--- src/rtl/fir_pkg.sv ---
// Shared definitions for the FIR coefficient bus: slot width, loader states,
// and the tap-to-slot mapping used by both the loader and the tap chain.
package fir_pkg;

   localparam int SLOT = 32;

   typedef enum logic [1:0] {
      IDLE,
      LOAD,
      COMMIT
   } state_t;

   // Tap 0 lives in the most significant slot of the packed bus.
   function automatic int slot_lsb(input int tap, input int taps);
      return (taps - 1 - tap) * SLOT;
   endfunction

endpackage

--- src/rtl/fir_coef_loader.sv ---
// Assembles a full coefficient set from a valid/ready stream into a shadow
// bank, then commits it to the packed coefs bus in a single edge.
module fir_coef_loader
   import fir_pkg::*;
#(
   parameter int CWIDTH = 16,
   parameter int TAPS   = 2
)
(
   input  logic                 clk,
   input  logic                 rst_n,
   input  logic                 s_valid,
   output logic                 s_ready,
   input  logic [CWIDTH-1:0]    s_data,
   input  logic                 s_last,
   input  logic                 abort,
   output logic [TAPS*SLOT-1:0] coefs,
   output logic                 coef_upd,
   output logic                 busy,
   output logic                 err,
   input  logic                 err_clr
);

   localparam int CW = $clog2(TAPS);
   localparam logic [CW-1:0] LAST_IDX = CW'(TAPS - 1);

   state_t          state_reg, state_next;
   logic [CW-1:0]   count_reg, count_next;
   logic [SLOT-1:0] shadow_reg [TAPS];
   logic [SLOT-1:0] shadow_next [TAPS];
   logic [SLOT-1:0] active_reg [TAPS];
   logic [SLOT-1:0] active_next [TAPS];
   logic            upd_reg, upd_next;
   logic            err_reg, err_next;
   logic            ready_en_reg;
   logic [SLOT-1:0] ext_data;
   logic            accept;
   logic            frame_err;

   assign ext_data = SLOT'($signed(s_data));
   // s_ready stays low until the first edge after reset release.
   assign s_ready  = ready_en_reg && (state_reg != COMMIT);
   assign accept   = s_valid && s_ready;
   assign busy     = (state_reg != IDLE);
   assign coef_upd = upd_reg;
   assign err      = err_reg;

   always_comb begin
      state_next  = state_reg;
      count_next  = count_reg;
      shadow_next = shadow_reg;
      active_next = active_reg;
      upd_next    = 1'b0;
      frame_err   = 1'b0;

      case (state_reg)
         IDLE: begin
            if (abort) begin
               count_next = '0;
            end else if (accept) begin
               if (s_last) begin
                  frame_err = 1'b1;
               end else begin
                  shadow_next[0] = ext_data;
                  count_next     = CW'(1);
                  state_next     = LOAD;
               end
            end
         end
         LOAD: begin
            if (abort) begin
               count_next = '0;
               state_next = IDLE;
            end else if (accept) begin
               shadow_next[count_reg] = ext_data;
               if (count_reg == LAST_IDX) begin
                  if (s_last) state_next = COMMIT;
                  else        frame_err  = 1'b1;
               end else begin
                  if (s_last) frame_err  = 1'b1;
                  else        count_next = count_reg + CW'(1);
               end
            end
         end
         COMMIT: begin
            active_next = shadow_reg;
            upd_next    = 1'b1;
            count_next  = '0;
            state_next  = IDLE;
         end
         default: state_next = IDLE;
      endcase

      // A framing error throws away whatever was gathered so far.
      if (frame_err) begin
         for (int i = 0; i < TAPS; i++) shadow_next[i] = '0;
         count_next = '0;
         state_next = IDLE;
      end

      err_next = (err_reg && !err_clr) || frame_err;
   end

   always_ff @(posedge clk or negedge rst_n) begin
      if (!rst_n) begin
         state_reg    <= IDLE;
         count_reg    <= '0;
         upd_reg      <= 1'b0;
         err_reg      <= 1'b0;
         ready_en_reg <= 1'b0;
         for (int i = 0; i < TAPS; i++) begin
            shadow_reg[i] <= '0;
            active_reg[i] <= '0;
         end
      end else begin
         state_reg    <= state_next;
         count_reg    <= count_next;
         upd_reg      <= upd_next;
         err_reg      <= err_next;
         ready_en_reg <= 1'b1;
         shadow_reg   <= shadow_next;
         active_reg   <= active_next;
      end
   end

   for (genvar gi = 0; gi < TAPS; gi++) begin : g_pack
      assign coefs[slot_lsb(gi, TAPS) +: SLOT] = active_reg[gi];
   end

endmodule
--- config.mk ---
export PLATFORM = sky130hd
export DESIGN_NAME = fir_coef_loader
export DESIGN_NICKNAME = d
export VERILOG_FILES = /design/src/rtl/fir_pkg.sv /design/src/rtl/fir_coef_loader.sv
export SDC_FILE = /design/constraint.sdc
export NUM_CORES = 1
export LEC_CHECK = 0
export BUFFER_PORTS_ARGS = -buffer_cell sky130_fd_sc_hd__buf_2
export CORE_ASPECT_RATIO = 1.5
export CORE_MARGIN = 2
export CORE_UTILIZATION = 25
export DETAILED_ROUTE_END_ITERATION = 12
export SLEW_MARGIN = 20
export SYNTH_ARGS = -nofsm -noshare
export SYNTH_HDL_FRONTEND = slang
export SYNTH_SLANG_ARGS = --single-unit
--- constraint.sdc ---
create_clock -name clk -period 2.7 [get_ports clk]
set_input_delay 0 -clock clk [delete_from_list [all_inputs] [get_ports clk]]
set_output_delay 0 -clock clk [all_outputs]
set_load 0.01 [all_outputs]
==> run_results.csv <==
group,metric,value,unit
setup_path,r2r_slack,0.61,ns
layout,areaGrowthSynthToFinish,28.9,%
grt,antenna_found_initial,0,
synth,syn_nets,279,
placement,place_area,3470,um2
detailed_routing,dr.pass1.iters,4,
die,start_util,25.7,%
layout,final_cells,489,
clock_network,clockRootBuffer,"clkbuf_16",
detailed_routing,vias_per_cell,4.39,
setup_path,crit_family,"compound AO/OA/AOI/OAI gates",
die,die_y,140,um
layout,antenna_cells,0,
setup_path,rr_worst_depth,7,
clock_network,numCtsBuffers,9,
clock_network,insertion_delay,0.34,ns
placement,portBuffers,89,
synth,synth-compound-area-share,11.6,%
detailed_routing,drt_iter0_drc,61,
synth,avgSynthCellArea,12.3,um2
setup_path,endpoint_kind,"flop",
pwr,ir_worst_vdd,0.000473,V
detailed_routing,wl_met3,405,um
detailed_routing,vias,2148,
synth,synth-adder-area-share,2.43,%
clock_network,ctsResizeCount,0,
grt,grt_pass1_vias,2217,
sta,slew_headroom,39.9,%
pwr,power.density,1030,nW/um2
run_status,outcome,"finished clean",
sta,post-route-min-period,2.09,ns
grt,grt_max_degree,71,
hold_path,min_path_type,"primary input to flop",
pwr,power.leakage,2.04,nW
setup_path,max_stage_delay,0.40,ns
die,core_area,12000,um2
layout,nFillCells,1235,
grt,grt_pass1_wl,11.7,mm
setup_path,critPathLaunchType,"flop",
detailed_routing,drc_errors,0,
hold_path,holdPathStages,3,
clock_network,cts.sinks,70,
detailed_routing,ant_nets,0,
placement,placedCellCount,455,
synth,synth.distinct_cells,32,
setup_path,path_cells,"inv_1 -> ha_2 -> buf_4 -> nor2b_1 -> a211oi_1 -> o21ai_0 -> o31ai_1",
clock_network,cts_hold_buf,18,
layout,final_cell_area,3980,um2
setup_path,path_buf_inv,2,
sta,holdWs,0.0416,ns
clock_network,postCtsSetupBuffers,0,
layout,drive_gt1_share,43.5,%
sta,finalMaxSlewViolations,0,
synth,synth.mux.area_fraction,11.7,%
synth,netlist_area,3090,um2
sta,worst_slew_pin_slew,0.901,ns
sta,fin_crit_sh,77.4,%
clock_network,clk_pin_slew_worst_paths,0.06,ns
die,io_pins,90,
placement,hpwl,4.97,mm
setup_path,critPathMaxFanout,24,
synth,synthesis.instances,251,
setup_path,r2r_start,"state_reg[0]$_DFFE_PN0P_",
synth,ys_ff_latch,70,
die,die-area,13300,um2
sta,hold_viol_final,0,
detailed_routing,routed-wl-met2,3.77,mm
placement,gp_congestion,0.725,
grt,overflow,0,
sta,fin_worst_skew,0.00584,ns
detailed_routing,dr.max_layer_used,"met4",
hold_path,min_from,"abort",
clock_network,cts_tree,"yes",
detailed_routing,finalWirelength,7.30,mm
synth,yosys.area_share.simple,7.06,%
die,die_x,94.7,um
setup_path,cpMaxStageDelayCell,"dfrtp_1",
setup_path,crit_type,"flop to flop",
setup_path,cp_data_required_time,2.93,ns
sta,rsz0062_at_grt,"false",
die,rows,49,
layout,final_nets,359,
layout,fin_util,33.1,%
sta,tns,0,ns
detailed_routing,drt-wirelength-per-cell,14.9,um
grt,grt_usage,11.7,%
clock_network,clock_path_buffers,2,
sta,max_freq,0.479,GHz
detailed_routing,drt-met1-wl,2.92,mm
synth,synth_top_family_by_area,"multiplexers",
sta,finalSetupViolations,0,
synth,yosysWarnings,0,
synth,synthXorXnorAreaFrac,0,%
hold_path,hold_end,"count_reg$_DFFE_PN0P_",
run,cap_violations,0,
setup_path,r2r_end,"count_reg$_DFFE_PN0P_",
clock_network,cts_max_level,3,
synth,yosysSeqAreaShare,56.8,%
setup_path,cp.arrival,2.32,ns
power by group:
part	total, mW	internal [mW]	leakage, nW	switching [mW]
registers	1.60	1.39	0.931	0.210
logic	1.18	0.565	0.956	0.610
clock network	1.30	0.823	0.159	0.477
synthesized netlist by cell type:
master / instances / area [um2]
nor2b_1: 2 / 12.5
buf_4: 32 / 240
o21ai_1: 1 / 5.00
conb_1: 1 / 3.75
dfrtp_1: 70 / 1750
a211o_1: 1 / 8.76
buf_2: 1 / 5.00
and3_1: 1 / 6.26
a21o_1: 1 / 7.51
nand4bb_4: 1 / 27.5
a21boi_0: 2 / 15.0
mux2_2: 32 / 360
o2111a_1: 1 / 11.3
nand2b_1: 2 / 12.5
and4bb_1: 1 / 12.5
inv_1: 6 / 22.5
a21oi_1: 20 / 100
a211oi_1: 1 / 7.51
nor3_1: 2 / 10.0
a2111oi_4: 1 / 27.5
o31ai_1: 1 / 7.51
a22o_1: 16 / 140
clkbuf_1: 6 / 22.5
ha_1: 6 / 75.1
clkbuf_2: 1 / 5.00
a311o_1: 1 / 10.0
a21oi_2: 1 / 8.76
nor2_1: 2 / 7.51
nand3_1: 1 / 5.00
o21ai_0: 2 / 10.0
buf_6: 2 / 22.5
nand2_1: 33 / 124
cell families after synthesis:
logic type	count (synthesis)
and+or+nand+nor	45
DFF	70
buffers and inverters	48
AOI/OAI and AO/OA	49
other	1
muxes	32
adders and majority gates	6
worst max-delay path by stage:
stage | from | to | cells past startpoint | slack (ns)
after floorplan | state_reg[0]$_DFFE_PN0P_ | shadow_reg[33]$_DFFE_PN0P_ | 7 | 0.83
after global placement | state_reg[0]$_DFFE_PN0P_ | count_reg$_DFFE_PN0P_ | 7 | 0.68
after detailed placement | state_reg[0]$_DFFE_PN0P_ | shadow_reg[0]$_DFFE_PN0P_ | 6 | 0.62
after CTS | state_reg[0]$_DFFE_PN0P_ | count_reg$_DFFE_PN0P_ | 7 | 0.60
after global routing | state_reg[0]$_DFFE_PN0P_ | count_reg$_DFFE_PN0P_ | 7 | 0.45
final | state_reg[0]$_DFFE_PN0P_ | count_reg$_DFFE_PN0P_ | 7 | 0.61
layout make-up:
| class | instances | area (um2) | area share [%] |
|---|---|---|---|
| sequential | 70 | 1750 | 44.1 |
| multi-input combinational | 133 | 1020 | 25.7 |
| timing repair buffer | 111 | 658 | 16.6 |
| clock buffer | 9 | 225 | 5.66 |
| tap | 153 | 191 | 4.81 |
| clock inverter | 7 | 105 | 2.64 |
| inverter | 6 | 22.5 | 0.566 |
routing by layer:
layer / up-vias / track usage, %
met5: - / 0
met4: 0 / 6.41
met3: 14 / 2.74
met2: 88 / 19.8
met1: 1049 / 13.4
li1: 997 / -
placed cells by master, fill, tap and decap left out:
cell type	netlist	final
o2111a_1	1	1
conb_1	1	1
and4bb_1	1	1
nand3_1	1	1
nand2b_1	2	2
dfrtp_1	70	70
a22o_1	16	16
mux2_2	32	32
a21oi_1	20	20
ha_2	0	1
inv_8	0	1
nor3_1	2	2
ha_1	6	5
o21ai_0	2	2
nor2b_1	2	2
a211o_1	1	1
a311o_1	1	1
dlygate4sd3_1	0	18
o31ai_1	1	1
bufinv_16	0	2
o21ai_2	0	1
inv_1	6	6
clkinvlp_4	0	1
a211oi_1	1	1
inv_6	0	2
clkbuf_16	0	9
clkinv_4	0	1
a2111oi_4	1	1
and3_1	1	1
a21o_1	1	1
nand4bb_4	1	1
nor2_1	2	2
nand2_1	33	33
buf_4	32	5
a21oi_2	1	1
buf_2	1	88
a21boi_0	2	2
worst reg2reg max path, cell delays in order, from the launching register on:
cell and delay (ns):
dfrtp_1 0.40, inv_1 0.14, ha_2 0.39, buf_4 0.38, nor2b_1 0.16, a211oi_1 0.33, o21ai_0 0.12, o31ai_1 0.08
stage by stage:
step | total power [mW] | worst slack, ns
after global routing | 4.35 | 0.448
after detailed placement | 2.79 | 0.620
after CTS | 4.13 | 0.597
after global placement | 2.75 | 0.678
after floorplan | 2.47 | 0.829
final | 4.08 | 0.610
Power figures use the tool's default switching activity.
